--- config.mk ---
export PLATFORM = sky130hd
export DESIGN_NAME = mod_tick_scheduler
export DESIGN_NICKNAME = d
export VERILOG_FILES = /design/src/rtl/mod_tick_scheduler.sv
export SDC_FILE = /design/constraint.sdc
export NUM_CORES = 1
export LEC_CHECK = 0
export CAP_MARGIN = 20
export CORE_MARGIN = 4
export CORE_UTILIZATION = 48
export CTS_BUF_LIST = sky130_fd_sc_hd__clkbuf_16
export CTS_CLUSTER_DIAMETER = 60
export DETAILED_ROUTE_END_ITERATION = 7
export GPL_TIMING_DRIVEN = 0
export PLACE_DENSITY = 0.72
export SYNTH_ARGS = -nofsm -noshare
export SYNTH_HDL_FRONTEND = slang
export SYNTH_SLANG_ARGS = --single-unit
--- constraint.sdc ---
create_clock -name clk -period 1.89 [get_ports clk]
set_input_delay 0.189 -clock clk [delete_from_list [all_inputs] [get_ports clk]]
set_output_delay 0.189 -clock clk [all_outputs]
set_load 0.01 [all_outputs]
--- src/rtl/mod_tick_scheduler.sv ---
// Sample-tick scheduler: turns each rising edge of tick_sync into a step/capture/present
// handshake sequence, counts ticks dropped while busy and flags a missing tick stream.
module mod_tick_scheduler #(
   parameter int TIMEOUT_CYCLES = 1024,
   parameter int MODE_W         = 2
) (
   input  logic              clk,
   input  logic              reset_n,
   input  logic              tick_sync,
   input  logic [MODE_W-1:0] mode_req,
   input  logic              lfsr_bit,
   output logic              lfsr_step,
   output logic [MODE_W-1:0] mode,
   output logic              sample_valid,
   input  logic              sample_ready,
   output logic              sample_bit,
   output logic [MODE_W-1:0] sample_mode,
   output logic [7:0]        overrun_cnt,
   output logic              tick_lost
);

   // One-hot so lfsr_step and sample_valid come straight off state flops.
   typedef enum logic [3:0] {
      ST_IDLE    = 4'b0001,
      ST_STEP    = 4'b0010,
      ST_CAPTURE = 4'b0100,
      ST_PRESENT = 4'b1000
   } state_t;

   localparam logic [15:0] WD_LIMIT = 16'(TIMEOUT_CYCLES - 1);

   state_t      state_r;
   state_t      state_nxt_s;
   logic        tick_q_r;
   logic        tick_rise_s;
   logic        busy_s;
   logic [15:0] wd_cnt_r;
   logic [15:0] wd_nxt_s;

   assign tick_rise_s  = tick_sync & ~tick_q_r;
   assign busy_s       = (state_r != ST_IDLE);
   assign lfsr_step    = state_r[1];
   assign sample_valid = state_r[3];

   // Tick edge detector; resets high so a level held through reset is not a tick.
   always_ff @(posedge clk or negedge reset_n) begin
      if (!reset_n) begin
         tick_q_r <= 1'b1;
      end else begin
         tick_q_r <= tick_sync;
      end
   end

   // State register.
   always_ff @(posedge clk or negedge reset_n) begin
      if (!reset_n) begin
         state_r <= ST_IDLE;
      end else begin
         state_r <= state_nxt_s;
      end
   end

   // Next-state logic; any illegal encoding falls back to IDLE.
   always_comb begin
      state_nxt_s = ST_IDLE;
      case (state_r)
         ST_IDLE: begin
            if (tick_rise_s) begin
               state_nxt_s = ST_STEP;
            end else begin
               state_nxt_s = ST_IDLE;
            end
         end
         ST_STEP:    state_nxt_s = ST_CAPTURE;
         ST_CAPTURE: state_nxt_s = ST_PRESENT;
         ST_PRESENT: begin
            if (sample_ready) begin
               state_nxt_s = ST_IDLE;
            end else begin
               state_nxt_s = ST_PRESENT;
            end
         end
         default:    state_nxt_s = ST_IDLE;
      endcase
   end

   // Sample and mode capture on the edge leaving CAPTURE; held otherwise.
   always_ff @(posedge clk or negedge reset_n) begin
      if (!reset_n) begin
         sample_bit  <= 1'b0;
         sample_mode <= {MODE_W{1'b0}};
         mode        <= {MODE_W{1'b0}};
      end else if (state_r == ST_CAPTURE) begin
         sample_bit  <= lfsr_bit;
         sample_mode <= mode_req;
         mode        <= mode_req;
      end
   end

   // Saturating count of ticks that arrive while a sample is in flight.
   always_ff @(posedge clk or negedge reset_n) begin
      if (!reset_n) begin
         overrun_cnt <= 8'd0;
      end else if (tick_rise_s && busy_s && (overrun_cnt != 8'hFF)) begin
         overrun_cnt <= overrun_cnt + 8'd1;
      end
   end

   // Watchdog next value: cleared by a tick, otherwise counts up and parks at the limit.
   always_comb begin
      wd_nxt_s = wd_cnt_r;
      if (tick_rise_s) begin
         wd_nxt_s = 16'd0;
      end else if (wd_cnt_r == WD_LIMIT) begin
         wd_nxt_s = wd_cnt_r;
      end else begin
         wd_nxt_s = wd_cnt_r + 16'd1;
      end
   end

   // Watchdog counter and its flag, kept in step so tick_lost tracks counter == limit.
   always_ff @(posedge clk or negedge reset_n) begin
      if (!reset_n) begin
         wd_cnt_r  <= 16'd0;
         tick_lost <= 1'b0;
      end else begin
         wd_cnt_r  <= wd_nxt_s;
         tick_lost <= (wd_nxt_s == WD_LIMIT);
      end
   end

endmodule

### Yosys cells after proc, flatten, opt, wreduce, memory -nomap -nowiden

Cells that the tools add are included.

* add/subtract/negate cells: 2
* eq/ne operators: 8
* muxes and demuxes: 5
* bitwise gates (word level): 2
* reduce and logical (&&, ||, !) cells: 2

Operator list (number)
* $eq 16x10->1 const B: 2
* $mux 16: 2
* $add 16x1->16 const B: 1
* $pmux 4 s4: 1
* $add 8x1->8 const B: 1
* $ne 8x8->1 const B: 1
* $eq 4x1->1 const B: 1
* $eq 4x2->1 const B: 1
* $eq 4x3->1 const B: 1
* $eq 4x4->1 const B: 1
* $mux 4: 1
* $ne 4x1->1 const B: 1
* $logic_and 1x1->1: 2
* $mux 2: 1
* $and 1x1->1: 1
* $not 1->1: 1

* bits in registers: 33
* bits of input ports: 7

### Longest topological paths before layout

Gate-level depths: netlist of the first run.

* word-level depth: 4
* gate-level depth with buffers: 7
* mapped depth without buffers: 7

### Worst setup path before layout of the first run

OpenSTA, ideal clock, no wires.

* path kind: register to register
* from: reg wd_cnt_r[0]
* to: reg tick_lost
* data arrival time: 1.737 ns
* required time: 1.822 ns
* slack: 0.085 ns
* stages on the path, launching flop included: 8
* path through: dfrtp_1 -> ha_1 -> nand3_2 -> nor4_1 -> xnor2_1 -> o21ai_0 -> nor4_1 -> and4_1

* longest elaborated chain between the ends: 4
* elaborated cells between the ends (all ways): 5
* those cells by class: add/sub: 1; eq/ne: 2; mux: 2

RTL lines
* start, declared: RTL line 37 `logic [15:0] wd_cnt_r;`
* start signal, assigned: RTL line 127 `wd_cnt_r <= wd_nxt_s;`
* $add 16x1->16 / $eq 16x10->1 (equally long branches): RTL line 117, 114
* $mux 16 (*): RTL line 114 `end else if (wd_cnt_r == WD_LIMIT) begin`
* $mux 16 (*): RTL line 112 `if (tick_rise_s) begin`
* $eq 16x10->1 (*): RTL line 128 `tick_lost <= (wd_nxt_s == WD_LIMIT);`
* end signal, assigned: RTL line 128
* end, declared: RTL line 19 `output logic tick_lost`

Mark *: on every way between the ends. The rest lies on a longest branch, timed or not.
A chain may end at the register's enable or synchronous reset.

### Worst setup path after layout of the first run

* from: reg wd_cnt_r[11]
* to: reg tick_lost

The elaborated chain is that of the path after synthesis.

==> impl_metrics.py, run 1 <==
metrics = {
    "status": {
        "status": "finished with violations",
        "violations": "hold timing, setup timing",
    },
    "layout": {
        "utilization_pct": 66.6,
        "stdcell_area_mm2": 0.00224,
        "n_antenna_cell": 0,
        "syn_to_final_growth_pct": 32.7,
        "layout.cells.non_filler": 233,
        "fin_nets": 195,
        "drive_above_1_share_pct": 25.7,
    },
    "synth": {
        "postSynthAreaPerCell_um2": 10.9,
        "synth_cells": 155,
        "synthAdderAreaFrac_pct": 1.48,
        "yosys.area_share.xor_xnor_pct": 8.31,
        "synth_nets": 164,
        "netlist-cell-type-count": 46,
        "synth-simple-area-share_pct": 25.3,
        "ys_ff_latch": 33,
        "synth_mux_area_share_pct": 4.67,
        "synth_compound_area_share_pct": 8.09,
        "synth_top_family_by_area": "simple AND/OR/NAND/NOR gates",
        "yosysSeqAreaShare_pct": 49.1,
        "synth_area_mm2": 0.00169,
        "ys.warnings.count": 0,
    },
    "grt": {
        "grt_pass1_vias": 1269,
        "globalRouteOverflowTotal": 0,
        "track_usage_pct": 17.7,
        "grt_max_degree": 34,
        "grt_pass1_wl_mm": 5.89,
        "antenna_found_initial": 0,
    },
    "clock_network": {
        "cts_tree": "yes",
        "clk_latency_ns": 0.27,
        "cts.sinks": 33,
        "hold_buffers": 0,
        "clk_pin_slew_ns": 0.05,
        "cts_buffer_depth": 2,
        "cts_root_buffer": "clkbuf_16",
        "cts_inserted_buffers": 5,
        "htreeDepth": 2,
    },
    "timing": {
        "hold_violations": 31,
        "fin_worst_skew_ns": 0.00384,
        "rsz0062_at_grt": "yes",
        "setup_viol": 1,
        "fin_crit_sh_pct": 101,
        "fmax_mhz": 522,
        "relSlewSlack_pct": 51.2,
        "fin_hold_ws_ns": -0.0223,
        "layout_min_cycle_time_ns": 1.92,
        "tightestPinTransition_ns": 0.732,
        "drv_slew": 0,
        "fin_ws_ns": -0.0256,
    },
    "detailed_routing": {
        "drc": 0,
        "drtIter0Drc": 33,
        "dr.pass1.iters": 4,
        "antenna_left": 0,
        "drt-total-wl_mm": 3.68,
        "post_drt_via_cell_ratio": 5.59,
        "num_vias": 1303,
        "wl_per_cell_um": 15.8,
    },
    "critical_path": {
        "reg2reg_setup_slack_ns": -0.03,
        "worstPathRequired_ns": 2.09,
        "setup.worst_path.start_class": "flop",
        "reg2regPathDepth": 8,
        "setup.worst_path.start": "wd_cnt_r[11]",
        "arrival_ns": 2.12,
        "r2r-start": "wd_cnt_r[11]",
        "timing.rr.end": "tick_lost",
        "crit_end": "tick_lost",
        "path_max_fanout": 8,
        "path_class": "flop to flop",
        "crit_path_end_kind": "flop",
    },
    "power_and_ir_drop": {
        "ir_drop_mv": 0.752,
        "p_leak_nw": 0.980,
        "p_per_area_mw_per_mm2": 910,
    },
    "run": {
        "drv_cap": 0,
    },
    "die": {
        "io_pins": 23,
        "die_h_um": 67.3,
        "initial_core_util_pct": 50.1,
        "die_area_mm2": 0.00453,
        "coreArea_mm2": 0.00336,
        "row_count": 21,
        "fp.dieW_um": 67.3,
    },
    "place": {
        "placed_cell_area_mm2": 0.00196,
        "place_inst": 223,
        "place_congestion": 0.862,
        "io_buffer_count": 22,
        "dp_hpwl_mm": 2.44,
    },
    "worst_hold_path": {
        "hold_path_class": "primary input to async pin",
    },
}
-- report_power, final --
group          switching (mW)  internal [mW]  total, mW  leakage, nW
Sequential              0.117          0.798      0.916        0.436
Combinational           0.162          0.223      0.385        0.475
Clock                   0.263          0.474      0.737       0.0687
Total                   0.542           1.50       2.04        0.980
-- final cells by class --
class / instances / area [um2]
plain buffers: 5 / 36.3
clock buffers: 5 / 125
clock inverters: 3 / 12.5
fillers: 272 / 1120
inverters: 3 / 11.3
multi-input cells: 113 / 926
flip-flops and latches: 33 / 832
well taps: 46 / 57.6
repair buffers: 25 / 238
-- how the worst min path moves through the flow --
stage / from / to / slack (ns) / cells past startpoint
global route: reset_n / state_r[1] / 0.05 / 1
detailed placement: reset_n / sample_bit / 0.29 / 1
finish: reset_n / sample_bit / -0.02 / 1
global placement: state_r[0] / state_r[0] / 0.48 / 2
floorplan: reset_n / overrun_cnt[0] / -0.11 / 0
CTS: reset_n / state_r[3] / 0.004 / 1
-- what timing repair did --
action | 4_1_cts | 5_1_grt
setup buffers | 1 | 2
resized for setup | 11 | 15
pin swaps | 1 | 8
setup endpoints to repair | 3 | 3
-- Yosys cell counts, drive strengths merged --
cell	n	area, um2
dfstp	2	52.6
nand2b	2	12.5
and4bb	1	12.5
nor3b	1	7.51
a41oi	1	8.76
nand4	4	46.3
inv	3	11.3
buf	5	36.3
dfrtp	31	776
a21oi	3	15.0
a31oi	6	37.5
nand2	6	22.5
nand3	14	75.1
mux2	4	48.8
and2	2	13.8
a21boi	1	7.51
nor4	6	52.6
nor2b	3	18.8
xor2	5	43.8
nor4b	2	17.5
a211oi	2	20.0
nor3	5	30.0
or2	1	6.26
a31o	1	8.76
and3	3	18.8
a311oi	1	8.76
o21ai	6	30.0
nand4b	1	8.76
ha	2	25.0
xnor2	11	96.3
nor2	13	56.3
and4	3	27.5
mux2i	3	30.0
clkbuf	1	3.75
-- layer usage --
layer / wire (um) / track usage [%] / up-vias
met1: 1670 / 22.2 / 649
met5: 0 / 0 / -
li1: - / - / 623
met2: 1820 / 27.9 / 23
met3: 103 / 4.16 / 8
met4: 88 / 10.1 / 0
-- state kept, by name (all words and copies together) (netlist names) --
signal / cells
sample_mode: 2
overrun_cnt: 8
state_r: 4
tick_q_r: 1
sample_bit: 1
wd_cnt_r: 16
tick_lost: 1
-- layout by cell type (no fill, tap or decap), drive strengths merged, types with 4 or more instances in the layout --
master         count
buf                8
nor2              13
nand2              6
nand3             14
nor4               6
clkdlybuf4s50     21
xor2               5
mux2               4
o21ai              6
xnor2             11
clkbuf             6
a31oi              6
dfrtp             31
nor3               5
nand4              4
-- worst max-delay path, cell delays in order, from the launching register on --
cell	delay [ns]
dfrtp_1	0.36
buf_6	0.14
nor4_4	0.26
buf_4	0.20
nand2_1	0.06
a21boi_0	0.22
o21ai_1	0.16
nor4_2	0.25
and4_1	0.21
-- logic make-up (layout without fill, tap and decap cells) --
logic type,after synthesis,in the layout
multiplexers,7,7
XOR/XNOR,16,16
AND/OR/NAND/NOR,67,67
buffers and inverters,9,41
adder cells (fa/ha/maj),2,2
AO/OA/AOI/OAI,21,21
flip-flops,33,33
-- through the flow --
step                setup WS (ns)  setup TNS, ns  power (mW)
floorplan                  0.0853              0        1.08
global placement           -0.356          -1.72        1.26
detailed placement         -0.349          -1.65        1.27
CTS                      0.000521              0        2.05
global route               -0.125         -0.199        2.15
finish                    -0.0256        -0.0256        2.04
(Power assumes the default switching activity.)
==> run 2, diff against run 1 <==
--- a/config.mk
+++ b/config.mk
@@ -6,13 +6,14 @@
 export NUM_CORES = 1
 export LEC_CHECK = 0
 export CAP_MARGIN = 20
+export CORE_ASPECT_RATIO = 0.7
 export CORE_MARGIN = 4
-export CORE_UTILIZATION = 48
+export CORE_UTILIZATION = 54
 export CTS_BUF_LIST = sky130_fd_sc_hd__clkbuf_16
 export CTS_CLUSTER_DIAMETER = 60
 export DETAILED_ROUTE_END_ITERATION = 7
 export GPL_TIMING_DRIVEN = 0
-export PLACE_DENSITY = 0.72
+export PLACE_DENSITY = 0.77
 export SYNTH_ARGS = -nofsm -noshare
 export SYNTH_HDL_FRONTEND = slang
 export SYNTH_SLANG_ARGS = --single-unit
==> constraint.sdc (replaced) <==
create_clock -name clk -period 2.2 [get_ports clk]
set_input_delay 0.22 -clock clk [delete_from_list [all_inputs] [get_ports clk]]
set_output_delay 0.22 -clock clk [all_outputs]
set_load 0.01 [all_outputs]
==> impl_metrics.py, run 2 (same netlist as run 1, synthesis figures left out) <==
metrics = {
    "grt": {
        "globalRouteOverflowTotal": 0,
        "track_usage_pct": 20.6,
        "grt_pass1_wl_mm": 6.18,
        "grt_pass1_vias": 1356,
        "grt_max_degree": 34,
        "antenna_found_initial": 0,
    },
    "power_and_ir_drop": {
        "ir_drop_mv": 0.690,
        "p_leak_nw": 0.954,
        "p_per_area_mw_per_mm2": 870,
    },
    "clock_network": {
        "cts_buffer_depth": 2,
        "cts_root_buffer": "clkbuf_16",
        "cts_tree": "yes",
        "postCtsResizedCells": 0,
        "cts_inserted_buffers": 5,
        "cts.sinks": 33,
        "cts_setup_buffers": 0,
        "hold_buffers": 0,
        "clk_latency_ns": 0.27,
        "clk_pin_slew_ns": 0.05,
        "htreeDepth": 2,
    },
    "die": {
        "row_count": 16,
        "die_h_um": 54.8,
        "fp.dieW_um": 74.8,
        "initial_core_util_pct": 58.5,
        "die_area_mm2": 0.00410,
        "coreArea_mm2": 0.00288,
        "io_pins": 23,
    },
    "critical_path": {
        "arrival_ns": 2.25,
        "path_max_fanout": 8,
        "path_class": "flop to flop",
        "worstPathRequired_ns": 2.41,
        "setup.worst_path.start_class": "flop",
        "crit_path_end_kind": "flop",
    },
    "layout": {
        "syn_to_final_growth_pct": 28.6,
        "top_regs": "wd_cnt_r (16), overrun_cnt (8), state_r (4)",
        "final_common_cell": "dfrtp_1",
        "drive_above_1_share_pct": 20.0,
        "n_fill_cell": 202,
        "utilization_pct": 75.3,
        "regMostFlops": "wd_cnt_r",
        "fin_nets": 193,
        "n_antenna_cell": 0,
        "largest_reg_flops": 16,
        "layout_common_cells": "dfrtp_1 (29), clkdlybuf4s50_1 (21), nand3_1 (13)",
    },
    "timing": {
        "fin_crit_sh_pct": 93.1,
        "setup_tns_ns": 0,
        "layout_min_cycle_time_ns": 2.05,
        "tightestPinTransition_ns": 0.707,
        "drv_slew": 0,
        "fin_worst_skew_ns": 0.00215,
        "setup_viol": 0,
        "hold_violations": 3,
        "fin_hold_ws_ns": -0.00854,
        "rsz0062_at_grt": "no",
        "fmax_mhz": 488,
        "relSlewSlack_pct": 52.8,
    },
    "detailed_routing": {
        "post_drt_via_cell_ratio": 6.05,
        "antenna_left": 0,
        "drt-total-wl_mm": 3.67,
        "drtIter0Drc": 136,
        "drc": 0,
        "wl_per_cell_um": 16.6,
        "num_vias": 1338,
        "dr.pass1.iters": 4,
    },
    "status": {
        "status": "finished with violations",
        "violations": "hold timing",
    },
    "place": {
        "dp_hpwl_mm": 2.38,
        "io_buffer_count": 22,
        "place_congestion": 0.914,
    },
    "run": {
        "drv_cap": 0,
    },
    "worst_hold_path": {
        "hold_path_class": "primary input to async pin",
    },
}
-- run 2: final cells by class --
| cell class | count | area (um2) | share of cell area (%) |
|---|---|---|---|
| clock inverters | 3 | 37.5 | 1.73 |
| plain buffers | 6 | 41.3 | 1.90 |
| clock buffers | 5 | 125 | 5.77 |
| well taps | 36 | 45.0 | 2.08 |
| repair buffers | 22 | 215 | 9.92 |
| flip-flops and latches | 33 | 831 | 38.3 |
| multi-input cells | 113 | 863 | 39.8 |
| inverters | 3 | 11.3 | 0.519 |
-- run 2: report_power, final --
part	switching (mW)	total, mW	internal (mW)	leakage [nW]
Combinational	0.134	0.322	0.188	0.433
Sequential	0.116	0.801	0.686	0.439
Clock	0.240	0.765	0.525	0.0826
-- run 2: worst paths after layout --
check | cells after the start | start | slack (ns) | to
min in group clk | 1 | tick_sync | 0.42 | tick_q_r
worst min-delay path | 1 | reset_n | -0.009 | wd_cnt_r[11]
worst max-delay path | 6 | wd_cnt_r[4] | 0.15 | tick_lost
max in group asynchronous | 1 | reset_n | 1.71 | wd_cnt_r[0]
worst max register to register | 6 | wd_cnt_r[4] | 0.15 | tick_lost
worst min register to register | 2 | state_r[0] | 0.50 | state_r[0]
-- run 2: per-stage QoR --
| stage | std cells | setup slack, ns | total power [mW] | cell area (um2) |
|---|---|---|---|---|
| final | 221 | 0.153 | 1.89 | 2170 |
| after global routing | 221 | 0.0208 | 1.97 | 2170 |
| after CTS | 221 | 0.00450 | 1.87 | 2110 |
| after detailed placement | 213 | -0.101 | 1.10 | 1950 |
| after global placement | 213 | -0.181 | 1.08 | 1950 |
| after floorplan | 155 | 0.395 | 0.925 | 1690 |
-- run 2: layer usage --
layer	GRT usage (%)	routed length (um)	part of all wire, %	vias up
met5	0	0	0	-
met4	6.21	48	1.3	0
met3	5.50	152	4.1	9
met2	35.3	1720	47	39
met1	25.6	1750	48	664
li1	-	-	-	626
-- run 2: worst max-delay path: stages (launching register included) --
cell,delay (ns)
dfrtp_1,0.54
nand4_4,0.25
nor4_2,0.39
xnor2_1,0.18
nor2_1,0.08
nor4b_1,0.30
and4_1,0.23
